==> src/rtl/pipe_ctrl_pkg.sv <==
// Shared types and constants for the pipeline hazard/sequencing controller.
package pipe_ctrl_pkg;

   localparam int REG_AW = 5;

   typedef enum logic [1:0] {
      FWD_RF  = 2'b00,
      FWD_WB  = 2'b01,
      FWD_MEM = 2'b10
   } fwd_sel_t;

   typedef enum logic [1:0] {
      INIT,
      RUN,
      MEM_WAIT
   } ctrl_state_t;

endpackage

==> src/rtl/pipe_fwd_unit.sv <==
// Execute-stage operand forwarding select for one source register.
module pipe_fwd_unit
   import pipe_ctrl_pkg::*;
(
   input  logic [REG_AW-1:0] rs,
   input  logic [REG_AW-1:0] rd_m,
   input  logic              reg_write_m,
   input  logic [REG_AW-1:0] rd_w,
   input  logic              reg_write_w,
   output fwd_sel_t          sel
);

   // The memory stage holds the younger result, so it wins over writeback; x0 never forwards.
   always_comb begin
      if (reg_write_m && (rd_m != '0) && (rd_m == rs))
         sel = FWD_MEM;
      else if (reg_write_w && (rd_w != '0) && (rd_w == rs))
         sel = FWD_WB;
      else
         sel = FWD_RF;
   end

endmodule

==> src/rtl/pipe_hazard_ctrl.sv <==
// Five-stage pipeline hazard controller: reset flush window, memory-wait FSM,
// branch/load-use resolution, operand forwarding and saturating event counters.
module pipe_hazard_ctrl
   import pipe_ctrl_pkg::*;
#(
   parameter int RESET_FLUSH_CYCLES = 3,
   parameter int CNT_W              = 32
) (
   input  logic              clk,
   input  logic              reset_n,
   input  logic [REG_AW-1:0] rs1_d,
   input  logic [REG_AW-1:0] rs2_d,
   input  logic [REG_AW-1:0] rs1_e,
   input  logic [REG_AW-1:0] rs2_e,
   input  logic [REG_AW-1:0] rd_e,
   input  logic              reg_write_e,
   input  logic              load_e,
   input  logic              pc_src_e,
   input  logic [REG_AW-1:0] rd_m,
   input  logic              reg_write_m,
   input  logic              mem_req_m,
   input  logic              mem_ready,
   input  logic [REG_AW-1:0] rd_w,
   input  logic              reg_write_w,
   output logic              stall_f,
   output logic              stall_d,
   output logic              stall_e,
   output logic              stall_m,
   output logic              flush_d,
   output logic              flush_e,
   output logic              flush_w,
   output logic [1:0]        forward_a_e,
   output logic [1:0]        forward_b_e,
   output logic [CNT_W-1:0]  stall_cnt,
   output logic [CNT_W-1:0]  flush_cnt
);

   localparam logic [3:0] INIT_LOAD = 4'(RESET_FLUSH_CYCLES);

   ctrl_state_t state, state_nxt;
   logic [3:0]  init_cnt;
   logic        load_use;
   logic        stall_evt;
   logic        flush_evt;
   fwd_sel_t    fwd_a, fwd_b;
   logic        unused_ok;

   // Every load writes rd, so the write enable adds nothing to the load-use test.
   assign unused_ok = reg_write_e;

   assign load_use = load_e && (rd_e != '0) && ((rd_e == rs1_d) || (rd_e == rs2_d));

   pipe_fwd_unit u_fwd_a (
      .rs          (rs1_e),
      .rd_m        (rd_m),
      .reg_write_m (reg_write_m),
      .rd_w        (rd_w),
      .reg_write_w (reg_write_w),
      .sel         (fwd_a)
   );

   pipe_fwd_unit u_fwd_b (
      .rs          (rs2_e),
      .rd_m        (rd_m),
      .reg_write_m (reg_write_m),
      .rd_w        (rd_w),
      .reg_write_w (reg_write_w),
      .sel         (fwd_b)
   );

   assign forward_a_e = fwd_a;
   assign forward_b_e = fwd_b;

   always_comb begin
      // NOTE: every output of this block gets a default first, so no path can infer a latch.
      state_nxt = state;
      stall_f   = 1'b0;
      stall_d   = 1'b0;
      stall_e   = 1'b0;
      stall_m   = 1'b0;
      flush_d   = 1'b0;
      flush_e   = 1'b0;
      flush_w   = 1'b0;
      flush_evt = 1'b0;
      unique case (state)
         INIT: begin
            flush_d = 1'b1;
            flush_e = 1'b1;
            flush_w = 1'b1;
            if (init_cnt <= 4'd1) state_nxt = RUN;
         end
         RUN: begin
            if (mem_req_m && !mem_ready) begin
               state_nxt = MEM_WAIT;
               {stall_f, stall_d, stall_e, stall_m} = 4'b1111;
               flush_w   = 1'b1;
            end else if (pc_src_e) begin
               flush_d   = 1'b1;
               flush_e   = 1'b1;
               flush_evt = 1'b1;
            end else if (load_use) begin
               stall_f = 1'b1;
               stall_d = 1'b1;
               flush_e = 1'b1;
            end
         end
         MEM_WAIT: begin
            // The exit cycle releases everything; hazards are re-evaluated once back in RUN.
            if (mem_ready) begin
               state_nxt = RUN;
            end else begin
               {stall_f, stall_d, stall_e, stall_m} = 4'b1111;
               flush_w = 1'b1;
            end
         end
         default: begin
            state_nxt = INIT;
            flush_d   = 1'b1;
            flush_e   = 1'b1;
            flush_w   = 1'b1;
         end
      endcase
   end

   assign stall_evt = (state != INIT) && (stall_f || stall_m);

   always_ff @(posedge clk or negedge reset_n) begin
      if (!reset_n) begin
         state     <= INIT;
         init_cnt  <= INIT_LOAD;
         stall_cnt <= '0;
         flush_cnt <= '0;
      end else begin
         // NOTE: non-blocking assignments so all registers update from the same pre-edge values.
         state <= state_nxt;
         if ((state == INIT) && (init_cnt != 4'd0))
            init_cnt <= init_cnt - 4'd1;
         if (stall_evt && (stall_cnt != '1))
            stall_cnt <= stall_cnt + CNT_W'(1);
         if (flush_evt && (flush_cnt != '1))
            flush_cnt <= flush_cnt + CNT_W'(1);
      end
   end

endmodule

==> config.mk <==
export PLATFORM = sky130hd
export DESIGN_NAME = pipe_hazard_ctrl
export DESIGN_NICKNAME = d
export VERILOG_FILES = /design/src/rtl/pipe_ctrl_pkg.sv /design/src/rtl/pipe_fwd_unit.sv /design/src/rtl/pipe_hazard_ctrl.sv
export SDC_FILE = /design/constraint.sdc
export NUM_CORES = 1
export LEC_CHECK = 0
export CAP_MARGIN = 10
export CORE_ASPECT_RATIO = 0.6
export CORE_MARGIN = 2
export CORE_UTILIZATION = 36
export DETAILED_ROUTE_END_ITERATION = 7
export GPL_ROUTABILITY_DRIVEN = 0
export PLACE_DENSITY = 0.71
export SYNTH_ARGS = -nofsm -noshare
export SYNTH_HDL_FRONTEND = slang
export SYNTH_SLANG_ARGS = --single-unit
==> constraint.sdc <==
create_clock -name clk -period 5.8 [get_ports clk]
set_clock_uncertainty 0.05 [all_clocks]
set_input_delay 1.74 -clock clk [delete_from_list [all_inputs] [get_ports clk]]
set_output_delay 1.74 -clock clk [all_outputs]
set_load 0.05 [all_outputs]
### After elaboration in Yosys (flattened, before gate mapping)

Index checks and enable logic that the tools add are counted.

* register bits after elaboration: 70
* bits in latches: 0
* RAM bits: 0
* memory bits (read-only): 0
* input bits: 44
* output and inout port bits: 75
* logic and storage cells: 67
* memories: 0

* add/subtract/negate cells: 3
* multipliers: 0
* divide/modulo/power cells: 0
* $lt $le $gt $ge: 1
* eq/ne operators: 13
* shift operators: 0
* mux-type cells: 23
* bitwise logic cells: 0
* reduce and logical (&&, ||, !) cells: 23

Operator list (count)
* 32-bit by 1-bit adder with 32-bit output, second input constant: 2
* 32-bit != test, second input constant: 2
* 5-bit equality test: 6
* 5-bit nonzero test: 3
* 1-bit logical AND: 13
* 1-bit two-way mux: 12
* 2-bit two-way mux: 5
* 1-bit one-hot mux with 2 select lines: 5
* 2-bit != test, second input constant: 3
* 2-bit one-hot mux with 3 select lines: 1
* 4-bit by 1-bit less-or-equal comparator with 1-bit output, second input constant: 1
* 4-bit nonzero test: 1
* 4-bit by 1-bit subtractor with 4-bit output, second input constant: 1
* 3-bit AND reduction: 1
* 2-bit by 1-bit equality test with 1-bit output, second input constant: 1
* 2-bit equality test, second input constant: 1
* 2-bit logical NOT: 1
* 1-bit logical OR: 2
* 2-bit nonzero test: 1
* 1-bit logical NOT: 1

### Longest topological paths before layout

Gate-level depths: netlist (run 1).

* depth after elaboration: 10
* depth in mapped cells: 8

### Hierarchy

A second synthesis (run 1) with hierarchy kept.

* cells, all modules: 408
* area total of the unflattened synthesis: 4030.1 um2

Modules (own cells, without submodules)
* pipe_hazard_ctrl: times used 1, cells an instance 368, area an instance 3727.3 um2, seq. area each 1754.2 um2
* pipe_fwd_unit: times used 2, cells an instance 20, area an instance 151.4 um2, seq. area each 0.0 um2

### Worst setup path before layout (run 1)

No wires, ideal clock.

* kind: input port to output port
* start point: input rd_m[0]
* end point: output forward_a_e[0]
* data arrival time: 4.317 ns
* required time: 4.010 ns
* slack: -0.307 ns
* stages on the path: 4
* path buffers: 0
* path through: or4_1 -> o21ai_0 -> nor4_1 -> nor4_1

* word-level cells in the longest chain between the ends: 4
* elaborated cells between the ends (all ways): 5
* classes of those cells: eq/ne (1); mux (1); reduce/logical (3)

RTL lines
* start: declaration: line pipe_hazard_ctrl.sv:19 `input logic [REG_AW-1:0] rd_m,`
* 5-bit nonzero test: line pipe_fwd_unit.sv:15 `if (reg_write_m && (rd_m != '0) && (rd_m == rs))`
* 1-bit logical AND: line pipe_fwd_unit.sv:15
* 1-bit logical AND (*): line pipe_fwd_unit.sv:15
* 2-bit two-way mux (*): line pipe_fwd_unit.sv:15
* end: declaration: line pipe_hazard_ctrl.sv:32 `output logic [1:0] forward_a_e,`

Mark *: on every way between the ends. The rest lies on a longest branch, timed or not.

### Worst setup path in the final report (run 1)

Ends and elaborated chain as after synthesis.

==> results of run 1 <==
## worst min path at each step
stage,startpoint,endpoint,slack (ps),depth (start not counted)
2_1_floorplan,init_cnt[3],init_cnt[3],390,1
3_3_place_gp,init_cnt[3],init_cnt[3],410,1
3_5_place_dp,init_cnt[3],init_cnt[3],420,1
4_1_cts,init_cnt[3],init_cnt[3],420,1
5_1_grt,init_cnt[3],init_cnt[3],450,1
6_report,init_cnt[3],init_cnt[3],420,1
## power by group through the flow
stage	Sequential (mW)	Combinational, mW	Clock, mW
final	0.565	0.546	0.588
after detailed placement	0.572	0.548	0
after CTS	0.564	0.551	0.601
after global placement	0.570	0.536	0
after floorplan	0.653	0.258	0
after global routing	0.570	0.581	0.628
## synth_stat cells (2+ instances only)
cell type / instances / area (µm²)
nor2_1: 16 / 60.1
a21oi_1: 2 / 10.0
nor3_1: 7 / 35.0
or4_1: 5 / 37.5
nor4_1: 14 / 87.6
nand4_1: 26 / 163
inv_1: 8 / 30.0
and2_2: 2 / 15.0
and3_1: 10 / 62.6
dfrtp_1: 68 / 1700
and2_1: 5 / 31.3
o22ai_1: 2 / 12.5
and3_2: 2 / 15.0
xor2_1: 39 / 342
nand3_1: 26 / 130
nor3b_1: 2 / 15.0
dfstp_2: 2 / 52.6
nand2b_1: 2 / 12.5
or2_1: 2 / 12.5
xnor2_1: 54 / 473
nand2_1: 31 / 116
and4_1: 3 / 26.3
buf_6: 3 / 33.8
buf_4: 2 / 15.0
ha_1: 8 / 100
nor2b_1: 2 / 12.5
o21ai_0: 6 / 30.0
## per-stage QoR
| stage | instances | setup slack (ps) | total power, mW |
|---|---|---|---|
| after CTS | 643 | 313 | 1.72 |
| after global routing | 643 | 218 | 1.78 |
| after detailed placement | 627 | 313 | 1.12 |
| after global placement | 627 | 333 | 1.11 |
| after floorplan | 377 | 368 | 0.911 |
| final | 643 | 325 | 1.70 |
## cell type report
cell class                 instances  area, µm²
multi-input combinational        292       2090
inverter                           8       30.0
tap                              139        174
clock inverter                     4       70.1
fill                             914       4970
timing repair buffer             118       1220
sequential                        70       1750
clock buffer                      12        246
## per-layer routing
metal | share of wire (%) | up-vias
met1 | 50 | 1556
li1 | - | 1583
met3 | 5.2 | 5
met2 | 45 | 64
met4 | 0.54 | 0
met5 | 0 | -
## flip-flops by register name, indices dropped and copies added, names as in the netlist
register	count
flush_cnt	32
init_cnt	4
stall_cnt	32
state	2
## worst max-delay path, cell delays in order
cell and delay [ps]:
clkdlybuf4s50_1 480, or4_1 540, o21ai_0 320, nor4_2 120, nor4_2 290, buf_12 190
## cells by family (layout without fill, tap and decap cells)
kind of cell / count (synthesis) / after routing / share of synthesized area (%)
and+or+nand+nor: 166 / 166 / 24.1
xor gates and xnor gates: 93 / 93 / 20.8
DFF: 70 / 70 / 44.8
AOI/OAI and AO/OA: 22 / 22 / 4.58
buffers and inverters: 15 / 142 / 2.24
adders and majority gates: 8 / 8 / 2.56
muxes: 3 / 3 / 0.832
==> impl_metrics.csv, run 1 <==
group,metric,value,unit
grt,grt_usage,16.9,%
power,p_seq_share,33.3,%
logic_synthesis,async_flop_share,100,%
power,switchingPower,0.581,mW
clock_tree,postCtsSetupRepairBufs,0,
logic_synthesis,yosysWarningCount,0,
clock_tree,h-tree-depth,3,
detailed_routing,first_pass_iters,4,
clock_tree,clock-sinks,70,
power,power_density,304,nW/µm²
setup_path,worst_ep_required_time,4010,ps
die,core_region_area,10600,µm²
clock_tree,worstSkewPairLatency,330,ps
setup_path,r2r_end,"stall_cnt[1]",
timing,setup_viol,0,
die,std_cell_rows,29,
detailed_routing,viasPerCell,4.99,
setup_path,path_class,"primary input to primary output",
grt,grt-busiest-layer,"met1",
timing,tns,0,ps
setup_path,worstPathArrival,3690,ps
clock_tree,holdBufCountCts,0,
cells_and_area,fin_area,5590,µm²
grt,met1_usage,24.7,%
cells_and_area,post-route-util,52.9,%
timing,fmax,183,MHz
timing,period_needed,5480,ps
cells_and_area,final_nets,551,
flow_run,max_cap_viol_count,0,
die,die_y,84.7,µm
detailed_routing,ant_nets,0,
grt,grt_pass1_wl,16.0,mm
setup_path,cp_max_fo,3,
timing,finalCritPeriodShare,94.4,%
logic_synthesis,synth_nets,429,
setup_path,crit_end,"forward_a_e[0]",
cells_and_area,area_growth,42.9,%
clock_tree,cts_made_buffers,9,
power,power_frac_clock,34.6,%
clock_tree,clk_pin_slew,50,ps
setup_path,r2r_cells,7,
detailed_routing,first_iter_violations,128,
die,ioPinCount,119,
logic_synthesis,netlist_instances,377,
clock_tree,clockBufferDepth,2,
grt,antenna_found_initial,0,
setup_path,r2r_slack,3170,ps
clock_tree,cts_tree,"yes",
logic_synthesis,synth_edf_count,0,
logic_synthesis,avgSynthCellArea,10.4,µm²
timing,hold_viol_final,0,
min_path,hold_class,"flop to flop",
timing,tightest_slew,729,ps
power,leakage,2.35,nW
logic_synthesis,synth_cell_types,55,
timing,worst_hold_slack,418,ps
die,initial_core_util,37.0,%
die,die_area,11700,µm²
setup_path,startpoint_type,"primary input",
grt,use_met3,5.88,%
timing,rsz0062_at_grt,"no",
outcome,status,"finished clean",
cells_and_area,layout_common_cells,"clkdlybuf4s50_1 (109), dfrtp_1 (68), xnor2_1 (54)",
detailed_routing,drc,0,
die,die_w,139,µm
grt,grt_max_degree,39,
grt,grt_pass1_vias,3136,
cells_and_area,drive_gt1_share,9.13,%
logic_synthesis,synth_flop_cell,"dfrtp_1",
detailed_routing,wirelength,9.48,mm
power,internal_power,1.12,mW
grt,use_met2,24.2,%
logic_synthesis,syn-cell-area,3910,µm²
place,place_area,5270,µm²
power,combPwrFrac,32.1,%
detailed_routing,vias,3208,
power,netSwitchingFraction,34.2,%
timing,slew_headroom,51.4,%
setup_path,cp-end-kind,"primary output",
place,io_buffers,117,
setup_path,r2r_start,"state[1]",
setup_path,cp-startpoint,"rd_m[0]",
timing,maxSlewViolCount,0,
clock_tree,post_cts_resized,0,
clock_tree,cts-root-buf,"clkbuf_16",
place,dp_hpwl,7.19,mm
cells_and_area,antennaDiodeCount,0,
logic_synthesis,ys_seq_elements,70,
grt,gr-total-overflow,0,
logic_synthesis,ys_seq_area_share,44.8,%
detailed_routing,wl_per_cell,14.7,µm
cells_and_area,final_common_cell,"clkdlybuf4s50_1",
power,vdd_drop_max,198,µV
Power figures use the tool's default switching activity.
==> inputs of run 2 (changes only) <==
Settings changed: CAP_MARGIN 10 to 20.
==> results of run 2 <==
Same layout as run 1: the final DEF is identical, and so are final timing and power.
